==> src/rtl/addsub_pkg.sv <==
// Shared definitions for the pipelined add/subtract unit: op encodings and
// the operand/carry-in rules each op applies to the adder.
package addsub_pkg;

  typedef enum logic [1:0] {
    OP_ADD = 2'b00,
    OP_SUB = 2'b01,
    OP_ADC = 2'b10,
    OP_SBB = 2'b11
  } op_e;

  // Subtracting forms use A + ~B + cin, so they invert B before the adder.
  function automatic logic op_inverts_b(input op_e op);
    return (op == OP_SUB) || (op == OP_SBB);
  endfunction

  function automatic logic op_carry_in(input op_e op, input logic cin);
    logic c;
    case (op)
      OP_ADD:  c = 1'b0;
      OP_SUB:  c = 1'b1;
      default: c = cin;
    endcase
    return c;
  endfunction

endpackage

==> src/rtl/addsub_seg.sv <==
// One carry segment of the pipelined adder: a SEG_W-bit ripple add with
// carry out and a zero flag for the segment's sum.
module addsub_seg #(
  parameter int SEG_W = 8
) (
  input  logic [SEG_W-1:0] a,
  input  logic [SEG_W-1:0] b,
  input  logic             cin,
  output logic [SEG_W-1:0] sum,
  output logic             cout,
  output logic             zero
);

  assign {cout, sum} = {1'b0, a} + {1'b0, b} + {{SEG_W{1'b0}}, cin};
  assign zero        = (sum == '0);

endmodule

==> src/rtl/addsub_pipe.sv <==
// Pipelined two's-complement ADD/SUB/ADC/SBB unit: the carry chain is cut into
// STAGES registered segments, with a valid/ready stream that stalls as a whole.
module addsub_pipe #(
  parameter int WIDTH  = 32,
  parameter int STAGES = 4,
  parameter int TAG_W  = 4
) (
  input  logic             clk,
  input  logic             rst_n,
  input  logic             in_valid,
  output logic             in_ready,
  input  logic [1:0]       in_op,
  input  logic [WIDTH-1:0] in_a,
  input  logic [WIDTH-1:0] in_b,
  input  logic             in_cin,
  input  logic [TAG_W-1:0] in_tag,
  output logic             out_valid,
  input  logic             out_ready,
  output logic [WIDTH-1:0] out_r,
  output logic             out_c,
  output logic             out_v,
  output logic             out_z,
  output logic             out_n,
  output logic [TAG_W-1:0] out_tag
);

  import addsub_pkg::*;

  localparam int SAFE_STAGES = (STAGES < 1) ? 1 : STAGES;
  localparam int SEG_W       = WIDTH / SAFE_STAGES;

  if ((STAGES < 1) || (WIDTH % SAFE_STAGES != 0)) begin : g_bad_cfg
    $fatal(1, "addsub_pipe: WIDTH must be a positive multiple of STAGES");
  end

  op_e              op;
  logic [WIDTH-1:0] b_eff;
  logic             cin_eff;
  logic             advance;

  assign op      = op_e'(in_op);
  assign b_eff   = op_inverts_b(op) ? ~in_b : in_b;
  assign cin_eff = op_carry_in(op, in_cin);

  // The whole pipe moves together: it only freezes when a finished result is
  // waiting and the consumer is not taking it.
  assign advance  = !out_valid || out_ready;
  assign in_ready = advance;

  for (genvar s = 0; s < STAGES; s++) begin : g_stage
    // Operand B only needs the slices that later stages have not consumed yet.
    localparam int BH_W = WIDTH - s * SEG_W;

    logic [WIDTH-1:0] a_in;
    logic [BH_W-1:0]  bh_in;
    logic             c_in;
    logic             z_in;
    logic             vld_in;
    logic [TAG_W-1:0] tag_in;

    logic [SEG_W-1:0] sum;
    logic             cout;
    logic             zero;
    logic [WIDTH-1:0] ar_d;

    // ar_q: finished result bits below this stage's boundary, A operand above.
    logic             vld_q;
    logic             cy_q;
    logic             zf_q;
    logic [TAG_W-1:0] tag_q;
    logic [WIDTH-1:0] ar_q;

    if (s == 0) begin : g_head
      assign a_in   = in_a;
      assign bh_in  = b_eff;
      assign c_in   = cin_eff;
      assign z_in   = 1'b1;
      assign vld_in = in_valid;
      assign tag_in = in_tag;
    end else begin : g_body
      assign a_in   = g_stage[s-1].ar_q;
      assign bh_in  = g_stage[s-1].g_fwd.br_q;
      assign c_in   = g_stage[s-1].cy_q;
      assign z_in   = g_stage[s-1].zf_q;
      assign vld_in = g_stage[s-1].vld_q;
      assign tag_in = g_stage[s-1].tag_q;
    end

    addsub_seg #(
      .SEG_W (SEG_W)
    ) u_seg (
      .a    (a_in[s*SEG_W +: SEG_W]),
      .b    (bh_in[SEG_W-1:0]),
      .cin  (c_in),
      .sum  (sum),
      .cout (cout),
      .zero (zero)
    );

    always_comb begin
      // NOTE: full default before the slice overwrite, so no bit of ar_d can infer a latch.
      ar_d                    = a_in;
      ar_d[s*SEG_W +: SEG_W]  = sum;
    end

    always_ff @(posedge clk) begin
      // NOTE: data registers are reset as well as valid bits, so every out_* reads 0 after reset.
      if (!rst_n) begin
        vld_q <= 1'b0;
        cy_q  <= 1'b0;
        zf_q  <= 1'b0;
        tag_q <= '0;
        ar_q  <= '0;
      end else if (advance) begin
        // NOTE: non-blocking updates, so each stage captures its neighbour's pre-edge value.
        vld_q <= vld_in;
        cy_q  <= cout;
        zf_q  <= z_in && zero;
        tag_q <= tag_in;
        ar_q  <= ar_d;
      end
    end

    if (s < STAGES - 1) begin : g_fwd
      logic [BH_W-SEG_W-1:0] br_q;

      always_ff @(posedge clk) begin
        if (!rst_n) begin
          br_q <= '0;
        end else if (advance) begin
          br_q <= bh_in[BH_W-1:SEG_W];
        end
      end
    end else begin : g_tail
      // The last segment holds both operand MSBs, so signed overflow is decided here.
      logic v_d;
      logic v_q;

      assign v_d = (a_in[WIDTH-1] == bh_in[SEG_W-1]) && (sum[SEG_W-1] != a_in[WIDTH-1]);

      always_ff @(posedge clk) begin
        if (!rst_n) begin
          v_q <= 1'b0;
        end else if (advance) begin
          v_q <= v_d;
        end
      end
    end
  end

  assign out_valid = g_stage[STAGES-1].vld_q;
  assign out_r     = g_stage[STAGES-1].ar_q;
  assign out_c     = g_stage[STAGES-1].cy_q;
  assign out_z     = g_stage[STAGES-1].zf_q;
  assign out_tag   = g_stage[STAGES-1].tag_q;
  assign out_v     = g_stage[STAGES-1].g_tail.v_q;
  assign out_n     = out_r[WIDTH-1];

endmodule
==> config.mk <==
export PLATFORM = sky130hd
export DESIGN_NAME = addsub_pipe
export DESIGN_NICKNAME = d
export VERILOG_FILES = /design/src/rtl/addsub_pkg.sv /design/src/rtl/addsub_seg.sv /design/src/rtl/addsub_pipe.sv
export SDC_FILE = /design/constraint.sdc
export NUM_CORES = 1
export LEC_CHECK = 0
export CAP_MARGIN = 15
export CORE_UTILIZATION = 50
export CTS_BUF_LIST = sky130_fd_sc_hd__clkbuf_8
export DETAILED_ROUTE_END_ITERATION = 6
export MAX_ROUTING_LAYER = met4
export PLACE_DENSITY = 0.82
export SETUP_SLACK_MARGIN = 0.1
export SYNTH_ARGS = -nofsm -noshare
export SYNTH_HDL_FRONTEND = slang
export SYNTH_SLANG_ARGS = --single-unit
==> constraint.sdc <==
create_clock -name clk -period 3.1 [get_ports clk]
set_input_delay 0.62 -clock clk [delete_from_list [all_inputs] [get_ports clk]]
set_output_delay 0.62 -clock clk [all_outputs]
set_load 0.02 [all_outputs]
-- After elaboration in Yosys (flattened, before gate mapping)
Index checks and enable logic that the tools add are counted.
- register bits: 205
- output and inout port bits: 42
- $add $sub $neg: 8
- eq/ne operators: 4
- multiplexer cells: 2
- bitwise gates (word level): 1
- reduce and logical (&&, ||, !) cells: 12
- operators by type and width (cell ; number):
    $add 8x8->9 ; 4
    $add 9x1->9 ; 4
    $logic_not 8->1 ; 4
    $mux 32 ; 1
    $not 32->32 ; 1
    $logic_and 1x1->1 ; 4
    $eq 2x1->1 const B ; 1
    $eq 2x2->1 const B ; 1
    $logic_not 2->1 ; 1
    $logic_or 1x1->1 ; 2
    $pmux 1 s2 ; 1
    $eq 1x1->1 ; 1
    $logic_not 1->1 ; 1
    $ne 1x1->1 ; 1

-- Depth between registers and ports, before layout
Gate-level depths: netlist (run 1).
- depth in word-level cells: 6
- gate-level depth with buffers: 11

-- By module
From an unflattened synthesis (run 1), not the netlist that was laid out.
- cells, all modules: 1091
- area total of the unflattened synthesis: 9429.0 µm²
- by module, submodules not included (module ; instances ; cells each ; area each (µm²) ; sequential area each (µm²)):
    addsub_pipe ; 1 ; 903 ; 7962.6 ; 4103.9
    addsub_seg at g_stage[1].u_seg ... ; 2 ; 47 ; 370.4 ; 0.0
    addsub_seg at g_stage[0].u_seg ... ; 2 ; 47 ; 362.8 ; 0.0

-- Worst setup path after synthesis (run 1)
OpenSTA, ideal clock, no wires.
- path kind: in2reg
- start: in in_op[0]
- end: reg g_stage[0].zf_q
- setup time: 74 ps
- arrival time: 2845 ps
- slack: 181 ps
- stages on the path: 11
- path through: clkbuf_1 -> buf_2 -> xnor2_1 -> fa_1 -> fa_1 -> nor2b_1 -> o31ai_1 -> a21boi_0 -> nor3_1 -> nand4_1 -> o21ai_0
- word-level cells in the longest chain between the ends: 6
- RTL lines (what ; RTL line ; source):
    start: declaration ; addsub_pipe.sv:12 ; input logic [1:0] in_op,
    $eq 2x1->1 / $eq 2x2->1 (equally long branches) ; addsub_pkg.sv:14, addsub_pkg.sv:19 ;
    $logic_or 1x1->1 ; addsub_pkg.sv:14 ; return (op == OP_SUB) || (op == OP_SBB);
    $mux 32 ; addsub_pipe.sv:42 ; assign b_eff = op_inverts_b(op) ? ~in_b : in_b;
    $add 8x8->9 ; addsub_seg.sv:14 ; assign {cout, sum} = {1'b0, a} + {1'b0, b} + {{SEG_W{1'b0}}, cin};
    $add 9x1->9 (*) ; addsub_seg.sv:14 ;
    $logic_not 8->1 (*) ; addsub_seg.sv:15 ; assign zero = (sum == '0);
    end signal: assignment ; addsub_pipe.sv:118 ; zf_q <= z_in && zero;
    end: declaration ; addsub_pipe.sv:69 ; logic zf_q;
Mark *: on every way between the ends. The rest lies on a longest branch, timed or not.
A chain may end at the register's enable or synchronous reset.

-- Final worst setup path (run 1)
- start: in in_op[1]
- end: reg g_stage[0].ar_q[5]
- word-level cells in the longest chain between the ends: 5
- RTL lines (what ; RTL line ; source):
    $eq 2x1->1 / $eq 2x2->1 (equally long branches) ; addsub_pkg.sv:14, addsub_pkg.sv:19 ;
    $logic_or 1x1->1 ; addsub_pkg.sv:14 ;
    $mux 32 ; addsub_pipe.sv:42 ;
    $add 8x8->9 ; addsub_seg.sv:14 ;
    $add 9x1->9 (*) ; addsub_seg.sv:14 ;
    end signal: assignment ; addsub_pipe.sv:120 ; ar_q <= ar_d;
    end: declaration ; addsub_pipe.sv:71 ; logic [WIDTH-1:0] ar_q;
Marks and branches as above.

==> impl_metrics.tcl, run 1 <==
set metrics [dict create \
    status "finished clean" \
    grt_pass1_wl_um 30700 \
    ys_ff_latch 205 \
    clk_latency_ns 0.49 \
    synth.distinct_cells 48 \
    drt.antenna.violating_nets 0 \
    place_congestion 0.883 \
    max_slew_margin_pct 39.6 \
    grt_antenna_before_repair 0 \
    area_growth_pct 21.2 \
    floorplan.die.width_um 136 \
    final.setup.tns_ns 0 \
    worst_path_largest_cell_delay_ns 0.47 \
    path_clk_slew_ns 0.06 \
    start_kind "input pin" \
    hold_buffers 0 \
    total_power_divided_by_cell_area_nw_per_um2 541 \
    irDropWorstVdd_v 0.000311 \
    detail_route.wl_per_cell_um 13.1 \
    total_leakage_power_nw 4.48 \
    num_antenna_cells 0 \
    final-max-slew-violation-count 0 \
    slowest_stage "sky130_fd_sc_hd__clkdlybuf4s50_1" \
    cp_cell_sequence "clkdlybuf4s50_1 -> mux2i_1 -> fa_1 -> nor2b_1 -> o31ai_1 -> nor3b_1 -> a2111oi_1 -> o21ai_0 -> and2_1" \
    netlist_instances 1050 \
    whs_ns 0.455 \
    finalClockSkew_ns 0.0180 \
    final_period_demand_of_the_worst_path_ns 2.62 \
    period_share_pct 84.4 \
    hp-class "reg -> reg" \
    setup-violations-final 0 \
    num_rows 48 \
    cts_num_sinks 205 \
    worst_ep_required_time_ns 3.47 \
    drt_drc_violations_left 0 \
    cts_tree "built" \
    first_iter_violations 495 \
    groute.layer.met3.usage_pct 3.13 \
    clockRootBuffer "sky130_fd_sc_hd__clkbuf_8" \
    placeable_core_area_um2 17500 \
    num-nets-final 1248 \
    hold_viol_final 0 \
    postCtsSetupBuffers 0 \
    layout-drive-gt1-share_pct 5.77 \
    cell_area_after_technology_mapping_um2 9030 \
    numPortBuffers 116 \
    routed_wl_um 18200 \
    design.portCount 117 \
    timing.critical_path.arrival_ns 2.99 \
    largest_driver_fanout_on_the_critical_path 4 \
    number_of_enable_type_register_cells_in_the_synthesized_netlist 0 \
    seq_area_frac_synth_pct 45.5 \
    die_height_um 136 \
    maxCapViolCount 0 \
    dpl_hpwl_um 11600 \
    routed_vias 7005 \
    pin_count_of_the_biggest_net_entering_global_routing 224 \
    critPathKind "in -> reg" \
    synthesis.area_per_instance_um2 8.60 \
    rsz0062_at_grt "false" \
    number_of_global_route_vias_before_repair 6529 \
    initial_core_util_pct 51.7 \
    grt_use_total_pct 20.7 \
    die-area_um2 18600 \
    global_route.usage.met1_pct 29.6 \
    grt.met2_usage_pct 29.9 \
    cts_repair_resize_count 0 \
    route.detailed.vias_per_inst 5.05 \
    max_clock_freq_ghz 0.382 \
    cts.path.max_buffers 3 \
    critPathCaptureType "flip-flop" \
    synth_fp_nets 1161 \
    globalRoute.busiestLayer "met2" \
    htreeDepth 2 \
    cts_buffers 35 \
    synth-async-reset-ratio_pct 0 \
    ys.warnings.count 0 \
    worstMarginPinSlew_ns 0.906 \
    grt.overflow.total 0 \
    synth_flop_cell "sky130_fd_sc_hd__dfxtp_1" \
    drt_pass1_iterations 5 \
]
cells by family (layout without fill, tap and decap cells):
family / after synthesis / in the layout / share of synthesized area [%]
buffers and inverters: 83 / 194 / 3.69
AO/OA/AOI/OAI: 266 / 266 / 22.1
AND/OR/NAND/NOR: 407 / 407 / 18.0
XOR/XNOR: 52 / 52 / 5.05
multiplexers: 1 / 1 / 0.111
flip-flops: 205 / 205 / 45.5
adder cells (fa/ha/maj): 36 / 36 / 5.65
final timing paths:
check	start	to	slack, ns	cells past startpoint
setup / recovery	in_op[1]	g_stage[0].ar_q[5]$_SDFFE_PN0P_	0.48	9
hold / removal	g_stage[0].ar_q[18]$_SDFFE_PN0P_	g_stage[1].ar_q[18]$_SDFFE_PN0P_	0.46	2
setup reg to reg	g_stage[2].cy_q$_SDFFE_PN0P_	out_z$_SDFFE_PN0P_	0.63	7
hold reg to reg	g_stage[0].ar_q[18]$_SDFFE_PN0P_	g_stage[1].ar_q[18]$_SDFFE_PN0P_	0.46	2
cell usage after synthesis, types with 6 or more instances:
| master | count | area share (%) |
|---|---|---|
| sky130_fd_sc_hd__a21oi_1 | 19 | 1.1 |
| sky130_fd_sc_hd__a21boi_0 | 159 | 13 |
| sky130_fd_sc_hd__inv_1 | 10 | 0.42 |
| sky130_fd_sc_hd__nor2_1 | 12 | 0.50 |
| sky130_fd_sc_hd__nand3_1 | 6 | 0.33 |
| sky130_fd_sc_hd__dfxtp_1 | 205 | 45 |
| sky130_fd_sc_hd__o211a_1 | 31 | 3.4 |
| sky130_fd_sc_hd__and2_1 | 6 | 0.42 |
| sky130_fd_sc_hd__o21ai_0 | 22 | 1.2 |
| sky130_fd_sc_hd__buf_2 | 14 | 0.78 |
| sky130_fd_sc_hd__xor2_1 | 14 | 1.4 |
| sky130_fd_sc_hd__ha_1 | 28 | 3.9 |
| sky130_fd_sc_hd__xnor2_1 | 38 | 3.7 |
| sky130_fd_sc_hd__fa_1 | 8 | 1.8 |
| sky130_fd_sc_hd__clkbuf_1 | 56 | 2.3 |
| sky130_fd_sc_hd__o31ai_1 | 6 | 0.50 |
| sky130_fd_sc_hd__nand2_1 | 359 | 15 |
flip-flops by register name, indices dropped and copies added (netlist names):
signal / flops
g_stage.zf_q: 3
g_stage.vld_q: 3
out_tag: 4
g_stage.tag_q: 12
out_r: 32
g_stage.ar_q: 96
out_v: 1
g_stage.g_fwd.br_q: 48
out_c: 1
out_valid: 1
out_z: 1
g_stage.cy_q: 3
cell type report:
cell class / instances / area, um2
Multi-Input combinational cell: 762 / 4600
Sequential cell: 205 / 4100
Clock buffer: 44 / 606
Timing Repair Buffer: 122 / 1240
Fill cell: 1474 / 6530
Inverter: 11 / 46.3
Tap cell: 225 / 282
Clock inverter: 17 / 71.3
stage by stage:
| step | cells | setup WS (ns) | cell area (um2) | power, mW | util, % |
|---|---|---|---|---|---|
| 2_1_floorplan | 1050 | 0.181 | 9030 | 3.42 | - |
| 3_3_place_gp | 1325 | 0.0939 | 10300 | 3.66 | 58.7 |
| 3_5_place_dp | 1325 | 0.0162 | 10300 | 3.68 | 58.7 |
| 4_1_cts | 1386 | 0.522 | 10900 | 5.99 | 62.6 |
| 5_1_grt | 1386 | 0.376 | 10900 | 6.21 | 62.6 |
| 6_report | 1386 | 0.482 | 10900 | 5.92 | 62.6 |
worst max-delay path, delay by kind of cell:
family	cells	cell delay, ns
AOI/OAI and AO/OA	3	1.01
buffers and inverters	1	0.47
and+or+nand+nor	3	0.35
adders and majority gates	1	0.27
muxes	1	0.26
placed cells by master, fill, tap and decap left out, types with 3 or more instances in the layout:
cell and count:
sky130_fd_sc_hd__nor4b_1 3, sky130_fd_sc_hd__clkbuf_8 44, sky130_fd_sc_hd__xnor2_1 38, sky130_fd_sc_hd__and2_1 6, sky130_fd_sc_hd__fa_1 8, sky130_fd_sc_hd__inv_1 21, sky130_fd_sc_hd__o21a_1 5, sky130_fd_sc_hd__nand3_1 6
sky130_fd_sc_hd__o21ai_0 22, sky130_fd_sc_hd__nand2_1 359, sky130_fd_sc_hd__xor2_1 14, sky130_fd_sc_hd__clkdlybuf4s50_1 114, sky130_fd_sc_hd__a21o_1 5, sky130_fd_sc_hd__a21oi_1 19, sky130_fd_sc_hd__a21boi_0 159, sky130_fd_sc_hd__o211a_1 31
sky130_fd_sc_hd__buf_12 3, sky130_fd_sc_hd__dfxtp_1 205, sky130_fd_sc_hd__nor4_1 3, sky130_fd_sc_hd__nor3_1 4, sky130_fd_sc_hd__ha_1 28, sky130_fd_sc_hd__nor2b_1 4, sky130_fd_sc_hd__clkinv_2 6, sky130_fd_sc_hd__a211oi_1 3
sky130_fd_sc_hd__o21bai_1 3, sky130_fd_sc_hd__buf_4 4, sky130_fd_sc_hd__nor2_1 12, sky130_fd_sc_hd__o31ai_1 6
power breakdown:
group	leakage [nW]	total, mW	internal (mW)	switching (mW)
sequential	1.68	2.90	2.80	0.0940
combinational	2.39	0.734	0.375	0.359
clock	0.398	2.29	1.27	1.02
total	4.48	5.92	4.45	1.47
layer usage:
metal	vias up	routed length (um)	part of all wire (%)
met5	-	0	0
met4	0	259	1.4
met1	3177	9340	51
li1	3676	-	-
met3	20	712	3.9
met2	132	7910	43
Note: power is estimated with default switching activity, not from simulation.
==> run 2: changes to the inputs <==
--- a/config.mk
+++ b/config.mk
@@ -10,7 +10,7 @@
 export CTS_BUF_LIST = sky130_fd_sc_hd__clkbuf_8
 export DETAILED_ROUTE_END_ITERATION = 6
 export MAX_ROUTING_LAYER = met4
-export PLACE_DENSITY = 0.82
+export PLACE_DENSITY = 0.79
 export SETUP_SLACK_MARGIN = 0.1
 export SYNTH_ARGS = -nofsm -noshare
 export SYNTH_HDL_FRONTEND = slang
==> constraint.sdc (replaced) <==
create_clock -name clk -period 2.5 [get_ports clk]
set_input_delay 0.5 -clock clk [delete_from_list [all_inputs] [get_ports clk]]
set_output_delay 0.5 -clock clk [all_outputs]
set_load 0.02 [all_outputs]
==> impl_metrics.tcl, run 2 (same netlist as run 1, synthesis figures left out) <==
set metrics [dict create \
    cp_cell_sequence "fa_2 -> fa_2 -> a21o_1 -> a21oi_1 -> xnor2_1 -> or4_4 -> o31ai_2" \
    cts.path.max_buffers 3 \
    layout_common_cells "sky130_fd_sc_hd__nand2_1 (359), sky130_fd_sc_hd__dfxtp_1 (203), sky130_fd_sc_hd__a21boi_0 (158)" \
    critPathKind "reg -> reg" \
    critical_path.startpoint "g_stage[2].cy_q$_SDFFE_PN0P_" \
    maxCapViolCount 0 \
    crit_family "adder cells" \
    crit-reg2reg-capture "out_z$_SDFFE_PN0P_" \
    worstPathBufferInverterCount 0 \
    whs_ns 0.453 \
    layout_commonest_cell "sky130_fd_sc_hd__nand2_1" \
    status "finished clean" \
    num-nets-final 1257 \
    ff2ff_setup_slack_ns 0.19 \
    hold_buffers 0 \
    worst-r2r-cell-count 7 \
    placeable_core_area_um2 17500 \
    routed_wl_um 18500 \
    final.setup.worst_slack_ns 0.190 \
    number_of_global_route_vias_before_repair 6520 \
    detailedPlace.worstSlack_ns -0.446 \
    register_containing_the_most_flip_flops_in_the_final_layout "g_stage.ar_q" \
    final_period_demand_of_the_worst_path_ns 2.31 \
    route.detailed.vias_per_inst 5.06 \
    critPathCaptureType "flip-flop" \
    htreeDepth 2 \
    worst_path_largest_cell_delay_ns 0.51 \
    total_power_divided_by_cell_area_nw_per_um2 683 \
    drt_pass1_iterations 5 \
    cts_buffers 36 \
    slowest_stage "sky130_fd_sc_hd__or4_4" \
    initial_core_util_pct 51.7 \
    max_clock_freq_ghz 0.433 \
    path_clk_slew_ns 0.06 \
    clk_latency_ns 0.50 \
    drt.antenna.violating_nets 0 \
    die-area_um2 18600 \
    grt.overflow.total 0 \
    num_rows 48 \
    grt_use_total_pct 21.1 \
    placed_area_um2 10400 \
    worst_setup_path_endpoint "out_z$_SDFFE_PN0P_" \
    final_cell_area_um2 11200 \
    setup-violations-final 0 \
    path_depth 7 \
    timing.critical_path.arrival_ns 2.72 \
    grt_pass1_wl_um 30800 \
    post-layout-total-power_mw 7.62 \
    numPortBuffers 116 \
    design.portCount 117 \
    rsz0062_at_grt "true" \
    cts_num_sinks 205 \
    worst_ep_required_time_ns 2.91 \
    period_share_pct 92.4 \
    die_height_um 136 \
    largest_register_ff_count 96 \
    total_leakage_power_nw 4.56 \
    irDropWorstVdd_v 0.000593 \
    worstMarginPinSlew_ns 0.836 \
    grt_antenna_before_repair 0 \
    first_iter_violations 382 \
    drt_drc_violations_left 0 \
    dpl_hpwl_um 11800 \
    hp-class "reg -> reg" \
    largest_driver_fanout_on_the_critical_path 3 \
    routed_vias 7069 \
    layout-drive-gt1-share_pct 8.19 \
    num_antenna_cells 0 \
    finalClockSkew_ns 0.0117 \
    place_congestion 0.832 \
    final.setup.tns_ns 0 \
    start_kind "flip-flop" \
    cts_tree "built" \
    place.detailed.instances 1332 \
    max_slew_margin_pct 44.3 \
    critical_path.reg2reg.startpoint "g_stage[2].cy_q$_SDFFE_PN0P_" \
    hold_viol_final 0 \
    pin_count_of_the_biggest_net_entering_global_routing 206 \
    post-route-util_pct 63.9 \
    floorplan.die.width_um 136 \
    post_layout_nonfiller_instances 1397 \
    detail_route.wl_per_cell_um 13.3 \
    area_growth_pct 23.7 \
    cp_common_cell "sky130_fd_sc_hd__fa_2" \
    final-max-slew-violation-count 0 \
    clockRootBuffer "sky130_fd_sc_hd__clkbuf_8" \
]
run 2: worst register-to-register path, delay by kind of cell, from the launching register on:
kind                       cells  cell delay [ns]
adders and majority gates      2             0.77
AOI/OAI and AO/OA              3             0.53
and+or+nand+nor                1             0.51
DFF                            1             0.32
xor gates and xnor gates       1             0.10
run 2: per-layer routing:
metal | global-route usage [%] | up-vias | wire length (um)
li1 | - | 3691 | -
met5 | - | - | 0
met3 | 3.58 | 25 | 778
met2 | 32.0 | 137 | 8250
met1 | 28.4 | 3216 | 9230
met4 | 6.79 | 0 | 280
run 2: area by class of cell:
| type | count | area, um2 |
|---|---|---|
| inverter | 11 | 46.3 |
| tap | 225 | 282 |
| clock inverter | 13 | 50.0 |
| fill | 1498 | 6310 |
| timing repair buffer | 130 | 1300 |
| clock buffer | 51 | 702 |
| sequential | 205 | 4110 |
| multi-input combinational | 762 | 4680 |
run 2: worst min-delay path by stage:
stage	to	start	cells after the start
after floorplan	g_stage[1].zf_q$_SDFFE_PN0P_	g_stage[1].zf_q$_SDFFE_PN0P_	2
after global placement	out_r[23]$_SDFFE_PN0P_	out_r[23]$_SDFFE_PN0P_	2
after detailed placement	out_valid$_SDFFE_PN0P_	g_stage[2].vld_q$_SDFFE_PN0P_	1
after CTS	g_stage[1].g_fwd.br_q[15]$_SDFFE_PN0P_	g_stage[1].g_fwd.br_q[15]$_SDFFE_PN0P_	2
after global routing	out_r[15]$_SDFFE_PN0P_	out_r[15]$_SDFFE_PN0P_	2
final	out_r[30]$_SDFFE_PN0P_	out_r[30]$_SDFFE_PN0P_	2
run 2: what timing repair did:
action,in CTS,in global routing
setup endpoints to repair,4,9
gates resized for setup,3,14
cloned,0,0
pin swaps,0,5
buffers inserted,0,1
run 2: report_power, final:
part	internal, mW	switching (mW)	total (mW)	leakage, nW
registers	3.48	0.114	3.59	1.69
clock network	1.80	1.28	3.07	0.435
logic	0.492	0.464	0.955	2.44
==> run 3: changes to the inputs <==
--- a/config.mk
+++ b/config.mk
@@ -6,11 +6,12 @@
 export NUM_CORES = 1
 export LEC_CHECK = 0
 export CAP_MARGIN = 15
-export CORE_UTILIZATION = 50
+export CORE_UTILIZATION = 45
 export CTS_BUF_LIST = sky130_fd_sc_hd__clkbuf_8
 export DETAILED_ROUTE_END_ITERATION = 6
 export MAX_ROUTING_LAYER = met4
-export PLACE_DENSITY = 0.79
+export PLACE_DENSITY = 0.73
+export REMOVE_ABC_BUFFERS = 1
 export SETUP_SLACK_MARGIN = 0.1
 export SYNTH_ARGS = -nofsm -noshare
 export SYNTH_HDL_FRONTEND = slang
==> impl_metrics.tcl, run 3 (same netlist as run 1, synthesis figures left out) <==
set metrics [dict create \
    status "finished clean" \
    die_height_um 144 \
    placeable_core_area_um2 19600 \
    floorplan.die.width_um 144 \
    grt_antenna_before_repair 0 \
    layout_commonest_cell "sky130_fd_sc_hd__nand2_1" \
    first_iter_violations 316 \
    critPathCaptureType "output port" \
    clockRootBuffer "sky130_fd_sc_hd__clkbuf_8" \
    register_containing_the_most_flip_flops_in_the_final_layout "g_stage.ar_q" \
    crit-reg2reg-capture "out_z$_SDFFE_PN0P_" \
    total_leakage_power_nw 4.54 \
    number_of_global_route_vias_before_repair 6502 \
    hold_viol_final 0 \
    grt_pass1_wl_um 30000 \
    total_power_divided_by_cell_area_nw_per_um2 670 \
    route.detailed.vias_per_inst 4.91 \
    detail_route.wl_per_cell_um 12.5 \
    cp_common_cell "sky130_fd_sc_hd__clkdlybuf4s50_1" \
    final.setup.worst_slack_ns 0.182 \
    grt_use_total_pct 18.4 \
    cts_tree "built" \
    hold_buffers 0 \
    critical_path.reg2reg.startpoint "g_stage[2].g_fwd.br_q[0]$_SDFFE_PN0P_" \
    worst_path_largest_cell_delay_ns 0.57 \
    worst_setup_path_endpoint "in_ready" \
    cts_num_sinks 205 \
    drt_pass1_iterations 4 \
    place.detailed.instances 1376 \
    critPathKind "in -> out" \
    drt.antenna.violating_nets 0 \
    cts.path.max_buffers 3 \
    place_congestion 0.850 \
    num_rows 51 \
    grt.overflow.total 0 \
    htreeDepth 2 \
    layout-drive-gt1-share_pct 8.43 \
    drt_drc_violations_left 0 \
    rsz0062_at_grt "true" \
    cts_buffers 36 \
    final-max-slew-violation-count 0 \
    largest_register_ff_count 96 \
    ff2ff_setup_slack_ns 0.20 \
    detailedPlace.worstSlack_ns -0.438 \
    pin_count_of_the_biggest_net_entering_global_routing 206 \
    num-nets-final 1261 \
    path_depth 4 \
    worstMarginPinSlew_ns 0.807 \
    period_share_pct 92.7 \
    max_clock_freq_ghz 0.431 \
    worst-r2r-cell-count 7 \
    die-area_um2 20600 \
    worst_ep_required_time_ns 2.00 \
    max_slew_margin_pct 46.2 \
    critical_path.startpoint "out_ready" \
    area_growth_pct 24.1 \
    nFillCells 1801 \
    clk_latency_ns 0.50 \
    finalClockSkew_ns 0.0124 \
    layout_common_cells "sky130_fd_sc_hd__nand2_1 (359), sky130_fd_sc_hd__dfxtp_1 (203), sky130_fd_sc_hd__a21boi_0 (158)" \
    crit_family "buffers and inverters" \
    setup-violations-final 0 \
    irDropWorstVdd_v 0.000415 \
    largest_driver_fanout_on_the_critical_path 4 \
    initial_core_util_pct 46.1 \
    final_period_demand_of_the_worst_path_ns 2.32 \
    routed_vias 7059 \
    whs_ns 0.454 \
    routed_wl_um 17900 \
    slowest_stage "sky130_fd_sc_hd__clkdlybuf4s50_1" \
    dpl_hpwl_um 11000 \
    start_kind "input pin" \
    path_clk_slew_ns 0.06 \
    num_antenna_cells 0 \
    timing.critical_path.arrival_ns 1.82 \
    worstPathBufferInverterCount 3 \
    maxCapViolCount 0 \
    cp_cell_sequence "clkdlybuf4s50_1 -> nor2b_4 -> inv_6 -> clkdlybuf4s50_1" \
    design.portCount 117 \
    hp-class "reg -> reg" \
    numPortBuffers 116 \
    post_layout_nonfiller_instances 1439 \
]
[run 3: through the flow]
step	total power, mW	cell area [um2]	util, %	setup TNS (ns)
final	7.50	11200	57.2	0
after global routing	7.90	11200	57.2	0
after CTS	7.61	11100	56.9	0
after detailed placement	4.57	10400	53.1	-2.06
after global placement	4.54	10400	53.1	-1.73
after floorplan	4.19	8740	-	-1863.19
[run 3: worst reg2reg max path, cell delays in order (launching register included)]
cell                      delay, ns
sky130_fd_sc_hd__dfxtp_1       0.33
sky130_fd_sc_hd__fa_2          0.41
sky130_fd_sc_hd__fa_2          0.38
sky130_fd_sc_hd__a21o_1        0.20
sky130_fd_sc_hd__a21oi_2       0.14
sky130_fd_sc_hd__xnor2_1       0.09
sky130_fd_sc_hd__or4_4         0.51
sky130_fd_sc_hd__o31ai_2       0.17
[run 3: layer usage]
| metal | wire length, um | track usage [%] |
|---|---|---|
| met1 | 8530 | 23.2 |
| met2 | 8320 | 29.3 |
| met3 | 616 | 3.23 |
| met4 | 459 | 7.17 |
| met5 | 0 | - |
[run 3: worst min path at each step]
stage / startpoint / end / slack, ns / cells past startpoint
detailed placement: g_stage[2].vld_q$_SDFFE_PN0P_ / out_valid$_SDFFE_PN0P_ / 0.45 / 1
CTS: out_r[11]$_SDFFE_PN0P_ / out_r[11]$_SDFFE_PN0P_ / 0.46 / 2
floorplan: g_stage[1].zf_q$_SDFFE_PN0P_ / g_stage[1].zf_q$_SDFFE_PN0P_ / 0.44 / 2
finish: out_r[30]$_SDFFE_PN0P_ / out_r[30]$_SDFFE_PN0P_ / 0.45 / 2
global route: out_r[30]$_SDFFE_PN0P_ / out_r[30]$_SDFFE_PN0P_ / 0.48 / 2
global placement: out_tag[3]$_SDFFE_PN0P_ / out_tag[3]$_SDFFE_PN0P_ / 0.45 / 2
[run 3: area by class of cell]
class	instances	area [um2]	area share (%)
multi-input combinational	762	4660	41.6
sequential	205	4110	36.7
timing repair buffer	134	1340	11.9
clock buffer	48	661	5.90
tap	265	332	2.96
clock inverter	14	61.3	0.547
inverter	11	46.3	0.413
[run 3: report_power, final]
group | switching [mW] | internal [mW]
sequential | 0.107 | 3.48
clock | 1.28 | 1.70
combinational | 0.440 | 0.488
[run 3: timing repair]
action | 4_1_cts | 5_1_grt
pin swaps | 1 | 4
resized for setup | 5 | 15
setup endpoints to repair | 5 | 10
buffers inserted | 0 | 1
